`src/rtl/cart_bank_mapper.sv`:
```
// rtl/cart_bank_mapper.sv - table-driven 7800 cartridge window mapper with pclk1-committed bank registers
// Optional XM-style XCTRL1 register at $470 enabled by defining CART_BANK_XCTRL_EN.
module cart_bank_mapper #(
    parameter int          NUM_WINDOWS   = 8,
    parameter int          NUM_BANK_REGS = 4,
    parameter int          BANK_W        = 8,
    parameter int          ROM_ADDR_W    = 25,
    parameter int          RAM_ADDR_W    = 15,
    parameter logic [15:0] BANK_DEC_BASE = 16'h8000,
    parameter logic [15:0] BANK_DEC_MASK = 16'hC000,
    localparam int WIN_W = $clog2(NUM_WINDOWS),
    localparam int OFF_W = 16 - WIN_W,
    localparam int IDX_W = (NUM_BANK_REGS > 1) ? $clog2(NUM_BANK_REGS) : 1,
    localparam int CFG_W = BANK_W + 6
) (
    input  logic                  clk_sys,
    input  logic                  reset_n,
    input  logic                  pclk0,
    input  logic                  pclk1,
    input  logic [15:0]           address_in,
    input  logic [7:0]            din,
    input  logic                  rw,
    input  logic                  cart_cs,
    input  logic [BANK_W-1:0]     bank_mask,
    input  logic                  cfg_we,
    input  logic [WIN_W-1:0]      cfg_idx,
    input  logic [CFG_W-1:0]      cfg_data,
    output logic [ROM_ADDR_W-1:0] rom_address,
    output logic                  rom_cs,
    output logic [RAM_ADDR_W-1:0] ram_address,
    output logic                  ram_we,
    output logic                  ram_cs,
    output logic                  bus_oe,
`ifdef CART_BANK_XCTRL_EN
    output logic [7:0]            xctrl_dout,
    output logic                  xctrl_oe,
`endif
    output logic                  bank_pending
);

    localparam logic [IDX_W-1:0] IDX_MASK = IDX_W'(NUM_BANK_REGS - 1);

    typedef enum logic {IDLE, PEND} state_t;

    state_t             state;
    logic [2:0]         tbl_type   [NUM_WINDOWS];
    logic [IDX_W-1:0]   tbl_regsel [NUM_WINDOWS];
    logic [BANK_W-1:0]  tbl_bank   [NUM_WINDOWS];
    logic [BANK_W-1:0]  bank_regs  [2**IDX_W];
    logic [IDX_W-1:0]   stage_idx;
    logic [BANK_W-1:0]  stage_val;

    wire cpu_wr   = ~rw & cart_cs & pclk0;
    wire bank_hit = cpu_wr & ((address_in & BANK_DEC_MASK) == BANK_DEC_BASE);
    wire [IDX_W-1:0]  hit_idx = address_in[IDX_W-1:0] & IDX_MASK;
    wire [BANK_W-1:0] hit_val = BANK_W'(din) & bank_mask;
    wire unused_cfg_regsel = ^cfg_data[BANK_W+2:BANK_W];

    always_ff @(posedge clk_sys or negedge reset_n) begin
        if (!reset_n) begin
            for (int i = 0; i < NUM_WINDOWS; i++) begin
                tbl_type[i]   <= 3'd0;
                tbl_regsel[i] <= '0;
                tbl_bank[i]   <= '0;
            end
        end else if (cfg_we) begin
            tbl_type[cfg_idx]   <= cfg_data[CFG_W-1 -: 3];
            tbl_regsel[cfg_idx] <= cfg_data[BANK_W +: IDX_W] & IDX_MASK;
            tbl_bank[cfg_idx]   <= cfg_data[BANK_W-1:0];
        end
    end

    // A staged write lands on pclk1, or early if a second hit needs the staging slot.
    always_ff @(posedge clk_sys or negedge reset_n) begin
        if (!reset_n) begin
            state        <= IDLE;
            bank_pending <= 1'b0;
            stage_idx    <= '0;
            stage_val    <= '0;
            for (int i = 0; i < 2**IDX_W; i++) bank_regs[i] <= '0;
        end else begin
            case (state)
                IDLE: begin
                    if (bank_hit) begin
                        stage_idx    <= hit_idx;
                        stage_val    <= hit_val;
                        state        <= PEND;
                        bank_pending <= 1'b1;
                    end
                end
                PEND: begin
                    if (bank_hit || pclk1) bank_regs[stage_idx] <= stage_val;
                    if (bank_hit) begin
                        stage_idx <= hit_idx;
                        stage_val <= hit_val;
                    end else if (pclk1) begin
                        state        <= IDLE;
                        bank_pending <= 1'b0;
                    end
                end
            endcase
        end
    end

`ifdef CART_BANK_XCTRL_EN
    localparam logic [WIN_W-1:0] WIN_4000 = WIN_W'(16'h4000 >> OFF_W);
    localparam logic [WIN_W-1:0] WIN_6000 = WIN_W'(16'h6000 >> OFF_W);

    logic [7:0] xctrl1;
    wire xctrl_hit = cart_cs & (address_in == 16'h0470);

    always_ff @(posedge clk_sys or negedge reset_n) begin
        if (!reset_n)
            xctrl1 <= 8'h00;
        else if (cpu_wr && xctrl_hit)
            xctrl1 <= din;
    end

    assign xctrl_dout = xctrl1;
    assign xctrl_oe   = xctrl_hit & rw;
`endif

    logic [WIN_W-1:0]         win;
    logic [OFF_W-1:0]         off;
    logic [2:0]               eff_type;
    logic [BANK_W-1:0]        bank;
    logic [BANK_W+OFF_W-1:0]  lin;
    logic                     rom_sel;
    logic                     ram_sel;

    always_comb begin
        win      = address_in[15:OFF_W];
        off      = address_in[OFF_W-1:0];
        eff_type = tbl_type[win];
`ifdef CART_BANK_XCTRL_EN
        if ((xctrl1[5] && win == WIN_4000) || (xctrl1[6] && win == WIN_6000))
            eff_type = 3'd3;
`endif
        bank    = (eff_type == 3'd1) ? tbl_bank[win] : bank_regs[tbl_regsel[win]];
        lin     = {bank, off};
        rom_sel = cart_cs & ((eff_type == 3'd1) | (eff_type == 3'd2));
        ram_sel = cart_cs & (eff_type == 3'd3);
    end

    assign rom_cs      = rom_sel;
    assign ram_cs      = ram_sel;
    assign rom_address = rom_sel ? ROM_ADDR_W'(lin) : '0;
    assign ram_address = ram_sel ? RAM_ADDR_W'(lin) : '0;
    assign ram_we      = ram_sel & ~rw & pclk0;
    assign bus_oe      = (rom_sel | ram_sel) & rw;

endmodule

```
`config.mk`:
```
export PLATFORM = sky130hd
export DESIGN_NAME = cart_bank_mapper
export DESIGN_NICKNAME = d
export VERILOG_FILES = /design/src/rtl/cart_bank_mapper.sv
export SDC_FILE = /design/constraint.sdc
export NUM_CORES = 1
export LEC_CHECK = 0
export BUFFER_PORTS_ARGS = -buffer_cell sky130_fd_sc_hd__buf_2
export CAP_MARGIN = 20
export CORE_MARGIN = 10
export CORE_UTILIZATION = 57
export DETAILED_ROUTE_END_ITERATION = 8
export PLACE_DENSITY = 0.9
export SYNTH_ARGS = -nofsm -noshare
export SYNTH_HDL_FRONTEND = slang
export SYNTH_SLANG_ARGS = --single-unit
```
`constraint.sdc`:
```
create_clock -name clk_sys -period 2.93 [get_ports clk_sys]
set_clock_uncertainty 0.05 [all_clocks]
set_input_delay 0.4395 -clock clk_sys [delete_from_list [all_inputs] [get_ports clk_sys]]
set_output_delay 0.4395 -clock clk_sys [all_outputs]
set_load 0.03 [all_outputs]
```
==> results.toml, run 1 <==
[outcome]
status = "finished with violations"
violations = "negative setup slack"

[power_and_ir_drop]
power.share.switching = 0.280
power.leakage_nw = 4.14
power_frac_clock = 0.334
power.switching_mw = 1.83
seq_power_share = 0.407
power_density_nw_per_um2 = 724
p_int_mw = 4.71
ir_drop_mv = 0.418
p_total_mw = 6.55
p_comb_frac = 0.258

[drt]
drcViolationCount = 0
routed_wl_microns = 18900
vias_per_cell = 6.16
avgRoutedWirePerCell_microns = 24.1
top_layer = "met5"
drt_iter0_markers = 503
wl_met3_microns = 1100
routed-wl-met2_microns = 9950
antenna_left = 0
wl_met1_microns = 7160
firstDrtPassIters = 4
route.vias.total = 4833

[sta]
drv_slew = 0
layout_setup_ws_ns = -0.133
max_slew_margin = 0.594
fin_crit_sh = 1.05
finalSetupViolations = 36
max_freq_mhz = 326
setup_tns_ns = -2.54
grt_setup_unrepaired = "yes"
period_minus_slack_ns = 3.06
finalHoldViolations = 0
worst_pin_slew_ns = 0.608

[final_layout]
final_core_util = 0.753
final_layout_size_suffix_gt1_frac = 0.606
nets = 680
area_growth_syn_to_layout_pct = 29.0
final.fill_count = 673

[synthesis]
async_reset_ff_frac = 1.00
syn_area_per_cell_sq_um = 14.5
synth.distinct_cells = 36
yosys_warnings = 0
ys.flop_type = "dfrtp_1"
synth.yosys.seq_area_share = 0.528
synthTopCellsByArea = "dfrtp_1 (53%), mux2_2 (23%), mux4_2 (7.1%), mux2i_1 (2.7%), mux4_1 (1.5%)"
synth-seq-cells = 148
yosysTopAreaCellShare = 0.528
synth_edf_count = 0
netlist_area_sq_um = 7010
post-synth-top-count-cell = "dfrtp_1"
synth_area_leader_cell = "dfrtp_1"
synthTopCellsByCount = "dfrtp_1 (148), mux2_2 (145), nand2_1 (27)"
syn_inst = 485

[placement]
io_buffers = 95
hpwl_microns = 11600
gp_congestion = 0.869

[floorplanning]
core_area_sq_um = 12000
die_x_microns = 131
start_util = 0.584
fp.dieH_microns = 131
num_rows = 40
top_level_ports = 101
dieArea_sq_um = 17100

[clock_tree]
cts_tree = "built"
cts.path.max_buffers = 2
numCtsBuffers = 17
clockRootBuffer = "clkbuf_16"
clk_latency_ns = 0.42
cts-htree-levels = 4
clock-sinks = 148
clk_pin_slew_ns = 0.06

[global_route]
grt_max_degree = 66
grtUsageTotal = 0.220
grt_pass1_wl_microns = 28700
antenna_found_initial = 2
grt_overflow = 0
grt_pass1_vias = 5243

[worst_setup_path]
cp-startpoint = "tbl_type[15]"
timing.rr.start = "state"
endpoint_kind = "output port"
crit_fanout = 7
crit_type = "reg -> out"
cp.arrival_ns = 2.57
startpoint_type = "flop"
critical_path_required_ns = 2.44

[job]
maxCapViolCount = 0

[hold_path]
hold_class = "in -> reg"
hold_start = "bank_mask[0]"
stage by stage:
step	hold slack, ns	setup slack [ns]	instances	area (sq um)
3_3_place_gp	0.298	-0.0869	743	7960
4_1_cts	0.184	-0.0813	781	8810
2_1_floorplan	0.0939	-0.0797	488	7060
6_report	0.197	-0.133	785	9040
5_1_grt	0.194	-0.179	785	9040
3_5_place_dp	0.304	-0.131	743	7960
critical path: stages, from the launching register on:
cell and delay (ns):
dfrtp_1 0.39, mux4_2 0.47, mux2_4 0.30, buf_6 0.14
xnor2_4 0.21, buf_4 0.15, buf_6 0.12, and3_1 0.21
buf_6 0.15
sequential cells by signal, summed over array words and instances, names as in the netlist:
register,count
tbl_bank,64
bank_regs,32
tbl_type,24
tbl_regsel,16
stage_val,8
stage_idx,2
bank_pending,1
state,1
path summary, 6_finish.rpt:
check,to,slack (ns),cells past startpoint
setup / recovery,rom_address[12],-0.13,8
hold / removal,stage_val[0],0.20,3
setup reg to reg,bank_regs[18],1.45,4
hold reg to reg,bank_pending,0.45,1
max in group asynchronous,tbl_type[18],1.44,3
min in group asynchronous,stage_val[2],0.45,2
area by class of cell:
type / instances / area [sq um] / area share
multi-input combinational: 308 / 3340 / 0.370
sequential: 148 / 3700 / 0.410
clock inverter: 8 / 97.6 / 0.0108
antenna: 1 / 2.50 / 0.000277
tap: 147 / 184 / 0.0203
timing repair buffer: 146 / 1200 / 0.133
inverter: 3 / 13.8 / 0.00152
clock buffer: 24 / 502 / 0.0555
logic make-up after synthesis:
| logic type | Yosys count | share of synthesized area |
|---|---|---|
| multiplexers | 191 | 0.349 |
| flip-flops | 148 | 0.528 |
| AND/OR/NAND/NOR | 92 | 0.0732 |
| buffers and inverters | 32 | 0.0248 |
| AO/OA/AOI/OAI | 20 | 0.0232 |
| XOR/XNOR | 1 | 0.00125 |
| other | 1 | 0.000535 |
layer usage:
metal | up-vias | track usage
li1 | 2062 | -
met1 | 2535 | 0.246
met2 | 178 | 0.375
met3 | 56 | 0.0693
met4 | 2 | 0.101
met5 | - | 0
cells in the final DEF, fill, tap and decap left out, types with 4 or more instances in the layout:
cell,synthesis,routed
a211oi_2,3,11
and2_1,14,13
and3_1,14,7
and3_4,0,7
buf_12,1,5
buf_2,6,53
buf_4,4,45
buf_6,2,40
clkbuf_16,0,17
clkbuf_8,0,5
clkinv_2,0,4
conb_1,1,4
dfrtp_1,148,148
mux2_2,145,143
mux2i_1,19,16
mux4_2,22,26
nand2_1,27,26
nand3_1,9,8
nor2b_1,8,8
nor3b_2,2,4
power by group through the flow:
stage                     Clock (mW)  Combinational (mW)  Sequential, mW
after global routing            2.31                1.79            2.70
after floorplan                    0               0.948            2.60
after global placement             0                1.31            2.62
after detailed placement           0                1.37            2.68
after CTS                       2.21                1.54            2.65
final                           2.19                1.69            2.67
repair_timing:
| item | CTS | global route |
|---|---|---|
| gates cloned | 1 | 1 |
| setup endpoints to repair | 38 | 40 |
| hold endpoints to repair | 35 | 0 |
| setup buffers | 4 | 2 |
| pin swaps | 3 | 3 |
| resized for setup | 59 | 68 |
| hold buffers | 1 | 0 |
Power figures use the tool's default switching activity.
==> run 2, diff against run 1 <==
Settings changed: ABC_AREA set to 1, CORE_UTILIZATION 57 to 58.
==> run 2 against run 1 <==
The flow now finishes without violations. Critical path depth up 6. Cell area down 6.1%. Maximum frequency up 12%. Final cell count up 54%. Via count up 35%. Non-clock buffer count down 34. First-iteration DRC count up 41%. Combinational power down 27%. Largest cell class unchanged.
==> results.toml, run 2 <==
[final_layout]
antennaDiodeCount = 0
final_cell_mix = "nand2_1 (297), dfrtp_1 (148), o21ai_0 (122), buf_2 (93), inv_1 (92)"
final_layout_size_suffix_gt1_frac = 0.166
mostFrequentLayoutCell = "nand2_1"
nets = 1077
regArea_sq_um = 3700
largest_register_ffs = 64
area_growth_syn_to_layout_pct = 15.1
multi_input_area_sq_um = 2980
top_regs = "tbl_bank x64, bank_regs x32, tbl_type x24"
final_cells = 1206
final_core_util = 0.679
final.fill_count = 986
regMostFlops = "tbl_bank"

[synthesis]
synth_edf_count = 0
netlist_area_sq_um = 7380
post-synth-top-count-cell = "nand2_1"
synth_top_family_by_area = "simple AND/OR/NAND/NOR gates"
yosys_warnings = 0
synthTopCellsByCount = "nand2_1 (297), dfrtp_1 (148), o21ai_0 (122)"
synth.yosys.seq_area_share = 0.502
synthMuxAreaShare = 0
synth-xor-area-share = 0
synth_area_leader_cell = "dfrtp_1"
async_reset_ff_frac = 1.00
synth.distinct_cells = 30
ys.flop_type = "dfrtp_1"
syn_inst = 939
synth_fa_ha_area_frac = 0
yosysTopAreaCellShare = 0.502
synth-seq-cells = 148
yosys.area_share.simple = 0.280
synth_compound_area_frac = 0.123
syn_area_per_cell_sq_um = 7.86
synthTopCellsByArea = "dfrtp_1 (50%), nand2_1 (15%), o21ai_0 (8.3%), nand3_1 (5.3%), inv_1 (4.7%)"

[drt]
firstDrtPassIters = 5
antenna_left = 0
drt_iter0_markers = 707
route.vias.total = 6530
routed_wl_microns = 18900
avgRoutedWirePerCell_microns = 15.7
vias_per_cell = 5.41
drcViolationCount = 0

[clock_tree]
cts_tree = "built"
cts.path.max_buffers = 2
cts_setup_buffers = 0
clockRootBuffer = "clkbuf_16"
numCtsBuffers = 17
clk_pin_slew_ns = 0.06
clock-sinks = 148
clk_latency_ns = 0.42
cts-htree-levels = 4

[sta]
fin_crit_sh = 0.931
finalSetupViolations = 0
max_slew_margin = 0.353
worst_pin_slew_ns = 0.968
grt_setup_unrepaired = "no"
max_freq_mhz = 367
period_minus_slack_ns = 2.73
hold_ws_ns = 0.191
finalHoldViolations = 0
setup_tns_ns = 0
drv_slew = 0

[job]
maxCapViolCount = 0

[floorplanning]
start_util = 0.589
die_x_microns = 133
core_area_sq_um = 12500
top_level_ports = 101
dieArea_sq_um = 17600
fp.dieH_microns = 133
num_rows = 41

[worst_setup_path]
cp_top_family = "simple AND/OR/NAND/NOR gates"
critical_path_required_ns = 2.44
slowest_stage = "clkbuf_4"
cp.arrival_ns = 2.24
reg2reg_depth = 5
endpoint_kind = "output port"
r2r_setup_slack_ns = 1.66
crit_fanout = 20
startpoint_type = "primary input"
r2r-end = "bank_regs[14]"
cp_cell_sequence = "clkbuf_4 > inv_6 > nand2_1 > nand2_1 > nand2_1 > nand3_1 > nand2_2 > nand3_2 > buf_4 > nor2_1 > nor2_1 > nand2_1 > inv_1 > buf_2"
timing.rr.start = "state"
cpPeakStageDelay_ns = 0.27
cpMostUsedCell = "nand2_1"
critPathBufInv = 5
crit_type = "in -> out"

[placement]
hpwl_microns = 12500
gp_congestion = 0.856
post-place-cells = 1173
io_buffers = 95

[power_and_ir_drop]
power_density_nw_per_um2 = 721
power.leakage_nw = 4.46
ir_drop_mv = 0.475
p_total_mw = 6.12

[hold_path]
hold_class = "in -> reg"
min_to = "tbl_bank[6]"
holdPathStages = 3
hold_start = "cfg_data[6]"

[outcome]
status = "complete, no violations"

[global_route]
grt_pass1_vias = 6471
antenna_found_initial = 0
grt_max_degree = 63
grt_overflow = 0
grtUsageTotal = 0.218
grt_pass1_wl_microns = 31400
run 2: changes by cell type after synthesis, moves of 15 or more:
cell,change
a21oi_1,+15
inv_1,+89
mux2_2,-145
mux2i_1,-19
mux4_2,-22
nand2_1,+270
nand3_1,+69
nor2_1,+57
o21ai_0,+121
o21ai_1,+35
run 2: per-layer routing:
layer	wire length [microns]	GRT usage
met5	0	0
met4	408	0.0899
met3	1130	0.0492
met2	9850	0.386
met1	7490	0.247
run 2: how the worst max path moves through the flow:
stage          cells after the start              end           start  slack [ns]
2_1_floorplan                     12  ram_address[13]  address_in[13]        0.55
3_3_place_gp                      11  ram_address[13]  address_in[13]        0.15
3_5_place_dp                      11  ram_address[13]  address_in[13]        0.12
4_1_cts                           11  ram_address[13]  address_in[13]        0.10
5_1_grt                           13  rom_address[16]  address_in[13]        0.06
6_report                          14  rom_address[19]  address_in[13]        0.20
run 2: worst min-delay path: cells and delay by family:
kind            cells  cell delay [ns]
buf+inv             1             0.09
compound gates      1             0.06
simple gates        1             0.04
run 2: power breakdown:
part | internal (mW) | switching [mW]
registers | 2.48 | 0.232
clock network | 1.37 | 0.811
logic | 0.426 | 0.799
run 2: metrics by stage:
step	worst slack (ns)	area (sq um)
global placement	0.154	7890
global route	0.0595	8490
floorplan	0.550	7390
CTS	0.104	8490
finish	0.203	8490
detailed placement	0.117	7890
run 2: cell families (layout without fill, tap and decap cells):
family | Yosys count | after routing
flops | 148 | 148
compound gates | 177 | 177
buf+inv | 150 | 242
simple gates | 463 | 463
other cells | 1 | 4
run 2: final cells by class:
type	instances	area share
Clock inverter	10	0.0153
Sequential cell	148	0.436
Multi-Input combinational cell	644	0.351
Clock buffer	22	0.0546
Inverter	98	0.0439
Timing Repair Buffer	112	0.0738
Tap cell	172	0.0253
run 2: timing repair:
action                     in CTS  in global routing
hold buffers                    1                  0
setup endpoints to repair       0                  8
gates resized for setup         0                  1
hold endpoints to repair       57                  0
==> run 3, diff against run 2 <==
Settings changed: PLACE_DENSITY 0.9 to 0.83, SKIP_LAST_GASP set to 1.
==> run 3 against run 2 <==
Largest power group unchanged. Critical endpoint is now ram_address[13]. Power rose by 0.20%. Critical path type unchanged. Clock power about the same. Register-to-register slack barely moved. Critical path depth shrank 3. Maximum frequency fell by 1.8%. Cell area increased by 0.13%. Flip-flop and latch count unchanged. Worst setup slack worse by 0.049 ns. Die area unchanged. Combinational power about the same. Sequential share of layout area shrank 0.058 points.
==> results.toml, run 3 (synthesis results as in run 2) <==
[clock_tree]
numCtsBuffers = 17
clk_pin_slew_ns = 0.06
clockRootBuffer = "clkbuf_16"
cts_setup_buffers = 0
cts.path.max_buffers = 2
clock-sinks = 148
cts-htree-levels = 4
cts_tree = "built"
clk_latency_ns = 0.42

[worst_setup_path]
cpPeakStageDelay_ns = 0.26
cp.arrival_ns = 2.29
startpoint_type = "primary input"
r2r-end = "bank_regs[8]"
crit_fanout = 17
timing.rr.start = "state"
slowest_stage = "nand2_4"
cp-startpoint = "address_in[13]"
reg2reg_depth = 5
critical_path_required_ns = 2.44
crit_type = "in -> out"
endpoint_kind = "output port"
r2r_setup_slack_ns = 1.65
cp_cell_sequence = "clkbuf_4 > buf_4 > nand2_1 > nand3_1 > nand3_4 > nand2_4 > nand2_1 > nand3_1 > nand3_2 > a21oi_1 > buf_2"

[floorplanning]
core_area_sq_um = 12500
num_rows = 41
start_util = 0.589
top_level_ports = 101
dieArea_sq_um = 17600
die_x_microns = 133
fp.dieH_microns = 133

[job]
maxCapViolCount = 0

[drt]
route.vias.total = 6445
drt_iter0_markers = 650
antenna_left = 0
firstDrtPassIters = 5
vias_per_cell = 5.35
drcViolationCount = 0
routed_wl_microns = 18300
avgRoutedWirePerCell_microns = 15.2

[placement]
gp_congestion = 0.862
hpwl_microns = 12200
dpl_cell_area_sq_um = 7880
post-place-cells = 1172
io_buffers = 95

[sta]
max_slew_margin = 0.362
setup_tns_ns = 0
finalSetupViolations = 0
drv_slew = 0
finalHoldViolations = 0
period_minus_slack_ns = 2.78
fin_crit_sh = 0.948
max_freq_mhz = 360
worst_pin_slew_ns = 0.955
grt_setup_unrepaired = "no"

[final_layout]
area_growth_syn_to_layout_pct = 15.3
antennaDiodeCount = 0
top_regs = "tbl_bank x64, bank_regs x32, tbl_type x24"
final_cell_mix = "nand2_1 (297), dfrtp_1 (148), o21ai_0 (122), buf_2 (93), inv_1 (92)"
final_layout_size_suffix_gt1_frac = 0.168
final_cells = 1204
stdcell_area_sq_um = 8510
final_core_util = 0.680
regMostFlops = "tbl_bank"
final.fill_count = 1031
mostFrequentLayoutCell = "nand2_1"
largest_register_ffs = 64
nets = 1076

[global_route]
top_usage_layer = "met2"
grt_use_met1 = 0.255
use_met3 = 0.0473
grt_max_degree = 66
grt_pass1_vias = 6298
antenna_found_initial = 0
grt_pass1_wl_microns = 30800
grt.met2_usage = 0.356
grtUsageTotal = 0.213
grt_overflow = 0

[outcome]
status = "complete, no violations"

[power_and_ir_drop]
power.leakage_nw = 4.46
ir_drop_mv = 0.463
power_density_nw_per_um2 = 721

[hold_path]
hold_class = "in -> reg"
min_to = "tbl_bank[5]"
holdPathStages = 3
hold_start = "cfg_data[5]"
## run 3: critical path, delay by kind of cell
| kind | cells | cell delay [ns] |
|---|---|---|
| simple gates | 7 | 1.00 |
| compound gates | 1 | 0.13 |
| buf+inv | 3 | 0.71 |
## run 3: timing repair
action	4_1_cts	5_1_grt
gates resized for setup	0	4
hold buffers	1	0
hold endpoints to repair	54	0
endpoints found under the setup margin	0	12
## run 3: layer usage
layer,vias to the layer above,wire [microns],part of all wire
met5,-,0,0
met4,0,440,0.024
met3,32,958,0.052
met2,212,9320,0.51
met1,3066,7600,0.41
li1,3135,-,-
## run 3: area by class of cell
class                   instances  area (sq um)  share of cell area
flip-flops and latches        148          3700               0.435
multi-input cells             644          2980               0.351
repair buffers                111           623              0.0733
clock buffers                  19           453              0.0533
inverters                      98           375              0.0441
well taps                     172           215              0.0253
clock inverters                12           154              0.0181
## run 3: stage by stage
stage          hold slack, ns  power [mW]  setup WS, ns
2_1_floorplan          0.0939        3.58         0.550
5_1_grt                 0.204        6.48       0.00208
4_1_cts                 0.181        6.15        0.0614
3_3_place_gp            0.382        3.86         0.111
3_5_place_dp            0.383        3.92        0.0907
6_report                0.188        6.13         0.154
## run 3: worst max-delay path by stage
stage | slack (ns) | cells after the start | endpoint
3_5_place_dp | 0.09 | 12 | ram_address[14]
5_1_grt | 0.002 | 11 | ram_address[13]
2_1_floorplan | 0.55 | 12 | ram_address[13]
4_1_cts | 0.06 | 13 | rom_address[15]
6_report | 0.15 | 11 | ram_address[13]
3_3_place_gp | 0.11 | 12 | ram_address[14]
## run 3: power breakdown
group	switching [mW]	internal (mW)	total (mW)
combinational	0.782	0.425	1.21
clock	0.841	1.38	2.22
sequential	0.229	2.48	2.71
total	1.85	4.28	6.13
